`src/rtl/multdiv_sequencer.sv`:
```
// multdiv_sequencer: control FSM for the iterative multiply/divide datapath.
// Loads operands for one cycle, steps the datapath for ITERS cycles, then
// pulses result_rdy for one cycle. A divide by zero, or a multiply and a
// divide requested together, end the operation early with exception set.
// A new single request is accepted in any state and restarts the sequence.
// Every output is a flop, loaded from the next-state values.
module multdiv_sequencer #(
    parameter int ITERS  = 32,
    parameter int STEP_W = 6
) (
    input  logic              clk,
    input  logic              clr,
    input  logic              ctrl_mult,
    input  logic              ctrl_div,
    input  logic              divisor_zero,
    output logic              busy,
    output logic              op_div,
    output logic              load,
    output logic              step_en,
    output logic [STEP_W-1:0] step,
    output logic              result_rdy,
    output logic              exception
);

    typedef enum logic [1:0] {
        IDLE = 2'd0,
        LOAD = 2'd1,
        RUN  = 2'd2,
        DONE = 2'd3
    } state_t;

    localparam logic [STEP_W-1:0] STEP_LAST = STEP_W'(ITERS - 1);
    localparam logic [STEP_W-1:0] STEP_ZERO = {STEP_W{1'b0}};

    state_t            state;
    state_t            state_nxt;
    logic [STEP_W-1:0] step_nxt;
    logic              op_div_nxt;
    logic              exception_nxt;
    logic              dual_req;
    logic              single_req;

    assign dual_req   = ctrl_mult & ctrl_div;
    assign single_req = ctrl_mult ^ ctrl_div;

    // Next-state logic: requests override the current state, otherwise sequence normally.
    always_comb begin
        state_nxt     = state;
        step_nxt      = step;
        op_div_nxt    = op_div;
        exception_nxt = exception;
        if (dual_req) begin
            // Conflicting request: drop whatever is in flight and report an error result.
            state_nxt     = DONE;
            step_nxt      = STEP_ZERO;
            exception_nxt = 1'b1;
        end else if (single_req) begin
            state_nxt     = LOAD;
            op_div_nxt    = ctrl_div;
            step_nxt      = STEP_ZERO;
            exception_nxt = 1'b0;
        end else begin
            case (state)
                IDLE: begin
                    state_nxt     = IDLE;
                    step_nxt      = STEP_ZERO;
                    exception_nxt = 1'b0;
                end
                LOAD: begin
                    step_nxt = STEP_ZERO;
                    if (op_div && divisor_zero) begin
                        state_nxt     = DONE;
                        exception_nxt = 1'b1;
                    end else begin
                        state_nxt     = RUN;
                        exception_nxt = 1'b0;
                    end
                end
                RUN: begin
                    if (step == STEP_LAST) begin
                        // Step returns to zero so IDLE always sees step == 0.
                        state_nxt     = DONE;
                        step_nxt      = STEP_ZERO;
                        exception_nxt = 1'b0;
                    end else begin
                        state_nxt = RUN;
                        step_nxt  = step + {{(STEP_W-1){1'b0}}, 1'b1};
                    end
                end
                DONE: begin
                    state_nxt     = IDLE;
                    step_nxt      = STEP_ZERO;
                    exception_nxt = 1'b0;
                end
                default: begin
                    state_nxt     = IDLE;
                    step_nxt      = STEP_ZERO;
                    exception_nxt = 1'b0;
                end
            endcase
        end
    end

    // State, operation registers and strobes, all decoded from the next state.
    always_ff @(posedge clk or posedge clr) begin
        if (clr) begin
            state      <= IDLE;
            step       <= STEP_ZERO;
            op_div     <= 1'b0;
            exception  <= 1'b0;
            busy       <= 1'b0;
            load       <= 1'b0;
            step_en    <= 1'b0;
            result_rdy <= 1'b0;
        end else begin
            state      <= state_nxt;
            step       <= step_nxt;
            op_div     <= op_div_nxt;
            exception  <= exception_nxt;
            busy       <= (state_nxt == LOAD) || (state_nxt == RUN);
            load       <= (state_nxt == LOAD);
            step_en    <= (state_nxt == RUN);
            result_rdy <= (state_nxt == DONE);
        end
    end

endmodule
```
`config.mk`:
```
export PLATFORM = sky130hd
export DESIGN_NAME = multdiv_sequencer
export DESIGN_NICKNAME = d
export VERILOG_FILES = /design/src/rtl/multdiv_sequencer.sv
export SDC_FILE = /design/constraint.sdc
export NUM_CORES = 1
export LEC_CHECK = 0
export ABC_AREA = 1
export CORE_UTILIZATION = 40
export CTS_CLUSTER_DIAMETER = 80
export DETAILED_ROUTE_END_ITERATION = 6
export DONT_BUFFER_PORTS = 1
export PLACE_DENSITY = 0.54
export REMOVE_ABC_BUFFERS = 1
export SLEW_MARGIN = 30
export SYNTH_ARGS = -nofsm -noshare
export SYNTH_HDL_FRONTEND = slang
export SYNTH_SLANG_ARGS = --single-unit
```
`constraint.sdc`:
```
create_clock -name clk -period 1.8 [get_ports clk]
set_input_delay 0.27 -clock clk [delete_from_list [all_inputs] [get_ports clk]]
set_output_delay 0.27 -clock clk [all_outputs]
set_load 0.01 [all_outputs]
```
# [Word-level counts from Yosys, hierarchy flattened]
# Index checks and enable logic that the tools add are counted.
[classes] reduce_logical=6 add_sub_neg=1 n_eq_ne=8 n_bitwise=3 muxes=14
[op_table] op="two-way mux 6 bit" n=3
[op_table] op="case mux 6 bit (2 select lines)" n=1
[op_table] op="== test 2 bit, second input constant" n=4
[op_table] op="adder 6 x 1 -> 6 bit, second input constant" n=1
[op_table] op="== test 6 x 5 -> 1 bit, second input constant" n=1
[op_table] op="two-way mux 1 bit" n=6
[op_table] op="case mux 2 bit (3 select lines)" n=1
[op_table] op="== test 2 x 1 -> 1 bit, second input constant" n=2
[op_table] op="two-way mux 2 bit" n=2
[op_table] op="!= test 4 bit, second input constant" n=1
[op_table] op="case mux 1 bit (3 select lines)" n=1
[op_table] op="OR reduction 3 bit" n=1
[op_table] op="logical NOT 2 bit" n=1
[op_table] op="AND reduction 2 bit" n=1
[op_table] op="OR reduction 2 bit" n=1
[op_table] op="AND 1 bit" n=1
[op_table] op="logical AND 1 bit" n=1
[op_table] op="logical OR 1 bit" n=1
[op_table] op="inverter 1 bit" n=1
[op_table] op="bitwise XOR 1 bit" n=1
[totals] regBits=14 in_bits=5 output_inout_bits=12

# [Logic depth before layout (Yosys ltp)]
[logic_depth] word_depth=7 mapped_depth=9 mapped_depth_nobuf=9

# [Worst setup path after synthesis]
# Ideal clock, no wire load.
[synth_timing] path_type="register to register" from="register step[0]" to="register busy" path_buffers=0 stages_incl_launch_ff=9 setup_slack_ns=0.346 t_arrival_ns=1.341 setup_time_ns=0.113 cell_sequence="dfrtp_1 -> ha_1 -> nand2_2 -> nor2_2 -> nand3_1 -> nand2_2 -> inv_2 -> ha_1 -> inv_1"
[synth_between] elab_chain_cells=7 word_cells_on_any_way=8
[synth_lines] item="from (decl)" line_no="20" source="output logic [STEP_W-1:0] step,"
[synth_lines] item="from (signal assigned)" line_no="117" source="step <= step_nxt;"
[synth_lines] item="== test 6 x 5 -> 1 bit *" line_no="80" source="if (step == STEP_LAST) begin"
[synth_lines] item="two-way mux 1 bit *" line_no="80"
[synth_lines] item="case mux 2 bit (3 select lines) *" line_no="63" source="case (state)"
[synth_lines] item="two-way mux 2 bit *" line_no="57" source="end else if (single_req) begin"
[synth_lines] item="two-way mux 2 bit *" line_no="52" source="if (dual_req) begin"
[synth_lines] item="via state_nxt[0]" line_no="36" source="state_t state_nxt;"
[synth_lines] item="== test 2 x 1 -> 1 bit or == test 2 bit (tied branches)" line_no="120" source="busy <= (state_nxt == LOAD) || (state_nxt == RUN);"
[synth_lines] item="logical OR 1 bit *" line_no="120"
[synth_lines] item="to (signal assigned)" line_no="120"
[synth_lines] item="to (decl)" line_no="16" source="output logic busy,"
# Mark *: on every way through the listed nets, which the timed path passes. The rest lies on a longest branch.
# A chain may end at the register's enable or synchronous reset.

# [Final worst setup path]
[layout_timing] from="register step[1]" to="register busy"
# Same word-level chain as after synthesis.

==> flow_summary.json <==
{
  "h-tree-depth": 1,
  "fin_nets": 100,
  "drt-met1-wl_um": 499,
  "rsz0062_at_grt": "no",
  "synth_area_leader_cell": "dfrtp_1",
  "synth_compound_area_share_pct": 4.53,
  "initial_core_util_pct": 45.1,
  "cpPeakStageDelay_ps": 440,
  "clkTransAtPathRegs_ps": 100,
  "start_kind": "flop",
  "wl_mm": 1.11,
  "synth_top_family_by_area": "simple AND/OR/NAND/NOR gates",
  "drc": 0,
  "routed.top_layer": "met4",
  "post_synth.cell_area_avg_um2": 9.09,
  "firstDrtPassIters": 4,
  "rows": 14,
  "outcome": "complete, no violations",
  "clockRootBuffer": "clkbuf_4",
  "syn2layout_area_growth_pct": 11.7,
  "diodes": 0,
  "slowest_stage": "dfrtp_1",
  "min_from": "ctrl_div",
  "ys_seq_elements": 14,
  "worstSetupEndpointType": "flop",
  "fmax_ghz": 0.655,
  "synthXorXnorAreaFrac_pct": 1.22,
  "via_per_inst": 4.36,
  "r2r_slack_ps": 270,
  "die_w_um": 44.4,
  "synthCells": 79,
  "crit_type": "reg -> reg",
  "num_vias": 475,
  "nFillCells": 157,
  "cts_buffer_depth": 2,
  "ant_nets": 0,
  "crit_fanout": 4,
  "r2r_cells": 8,
  "finalCriticalPeriod_ps": 1530,
  "wl_per_cell_um": 10.2,
  "yosysUniqueCellTypes": 14,
  "seq_area_frac_synth_pct": 48.8,
  "grt_util_all_layers_pct": 13.7,
  "die_area_um2": 1970,
  "insertion_delay_ps": 280,
  "ys_top_cells_by_area": "dfrtp_1 49%, ha_1 16%, inv_1 9.4%",
  "syn_area_um2": 718,
  "cts_tree": "yes",
  "whs_path_depth": 2,
  "grt_pass1_vias": 471,
  "rr_startpoint": "step[1]",
  "p_leak_uw": 0.000416,
  "cts_made_buffers": 3,
  "globalRouteOverflowTotal": 0,
  "p_per_area_nw_per_um2": 863,
  "numClockSinks": 14,
  "cp_top_family": "adder cells",
  "slew_violations": 0,
  "crit_buf_inv": 2,
  "setup_viol": 0,
  "crit_chain": "ha_1, nand2_2, nor2_2, nand3_1, nand2_2, inv_2, ha_1, inv_1",
  "hold_end": "op_div",
  "synth_fa_ha_area_share_pct": 15.7,
  "antenna_found_initial": 0,
  "finClkSkew_ps": 5.94,
  "hold_path_class": "in -> reg",
  "drt_iter0_drc": 2,
  "yosysTopAreaCellShare_pct": 48.8,
  "cp.arrival_ps": 1710,
  "worstReg2RegEnd": "busy",
  "place_hpwl_um": 867,
  "fin_crit_sh_pct": 84.8,
  "wl_met2_um": 573,
  "muxShareOfSynthArea_pct": 0,
  "final-hold-violation-count": 0,
  "drive_gt1_share_pct": 14.1,
  "io_buffers": 0,
  "yosys.area_share.simple_pct": 19.9,
  "fin_area_um2": 802,
  "worstPathRequired_ps": 1990,
  "grt_pass1_wl_mm": 1.87,
  "yosys_warnings": 0,
  "dr_wl_met3_um": 20,
  "tns_ps": 0,
  "core-area_um2": 1590,
  "final_util_pct": 50.3,
  "gp_congestion": 0.804,
  "fp.dieH_um": 44.4,
  "tightest_slew_ps": 512,
  "peakVddDrop_v": 0.000444,
  "cap_violations": 0,
  "post-cts-setup-buffers": 0,
  "pin_count": 17,
  "dpl_cell_area_um2": 756,
  "grt_max_degree": 15,
  "slew-limit-headroom_pct": 65.8
}
## per-layer routing
metal	global-route usage, %	up-vias
met2	24.4	5
li1	-	253
met1	14.3	215
met3	2.86	2
met5	0	-
met4	9.09	0
## power breakdown
| group | switching, µW | internal [µW] |
|---|---|---|
| sequential | 29.1 | 347 |
| clock | 113 | 123 |
| combinational | 51.3 | 29.0 |
## how the worst max path moves through the flow
stage	slack (ps)	cells past startpoint	startpoint	end
after floorplan	350	8	step[0]	busy
after global placement	290	8	step[1]	busy
after detailed placement	270	8	step[1]	busy
after CTS	250	8	step[1]	busy
after global routing	150	8	step[1]	busy
final	270	8	step[1]	busy
## area by class of cell
| class | count | area (µm²) | share of cell area, % |
|---|---|---|---|
| Timing Repair Buffer | 2 | 17.5 | 2.18 |
| Tap cell | 24 | 30.0 | 3.74 |
| Clock buffer | 4 | 36.3 | 4.52 |
| Sequential cell | 14 | 350 | 43.7 |
| Multi-Input combinational cell | 46 | 297 | 37.0 |
| Inverter | 19 | 71.3 | 8.89 |
## cells in the mapped netlist
| master | n |
|---|---|
| inv_1 | 18 |
| dfrtp_1 | 14 |
| nand2_1 | 10 |
| ha_1 | 9 |
| nand3_1 | 7 |
| nor2_1 | 7 |
| o21ai_0 | 4 |
| nand2_2 | 3 |
| nor2_2 | 2 |
| a21oi_1 | 1 |
| inv_2 | 1 |
| nor3b_2 | 1 |
| o21bai_1 | 1 |
| xor2_1 | 1 |
## worst register-to-register path, stage by stage (launching register included)
cell and delay [ps]:
dfrtp_1 440, ha_1 240, nand2_2 80, nor2_2 140, nand3_1 90, nand2_2 120, inv_2 40, ha_1 260
inv_1 30
## stage by stage
step | worst slack, ps | hold slack, ps | std cells | power, µW
finish | 273 | 143 | 109 | 692
global route | 147 | 162 | 109 | 731
CTS | 253 | 153 | 109 | 701
detailed placement | 274 | 240 | 104 | 465
global placement | 292 | 236 | 104 | 464
floorplan | 346 | 159 | 79 | 441
## logic make-up after synthesis
kind of cell	count (synthesis)
buffers and inverters	19
xor gates and xnor gates	1
AOI/OAI and AO/OA	6
DFF	14
and+or+nand+nor	30
adders and majority gates	9
## registers in the layout, summed over array words and instances, names as in the netlist
| name | count |
|---|---|
| result_rdy | 1 |
| busy | 1 |
| load | 1 |
| state | 2 |
| op_div | 1 |
| step | 6 |
| exception | 1 |
| step_en | 1 |
## layout by cell type, fill, tap and decap left out
cell           Yosys  final
xor2_1             1      1
a21oi_1            1      1
dlygate4sd3_1      0      1
clkbuf_8           0      1
inv_2              1      1
ha_1               9      9
nor2_2             2      2
nand3_1            7      7
inv_1             18     18
nor3b_2            1      1
o21ai_0            4      4
nand2_2            3      3
dfrtp_1           14     14
nor2_1             7      7
buf_4              0      1
nand2_1           10     10
clkbuf_4           0      3
o21bai_1           1      1
## timing repair
item,4_1_cts,5_1_grt
hold endpoints to repair,14,0
resized for setup,0,0
hold buffers,1,0
Note: power is estimated with default switching activity, not from simulation.
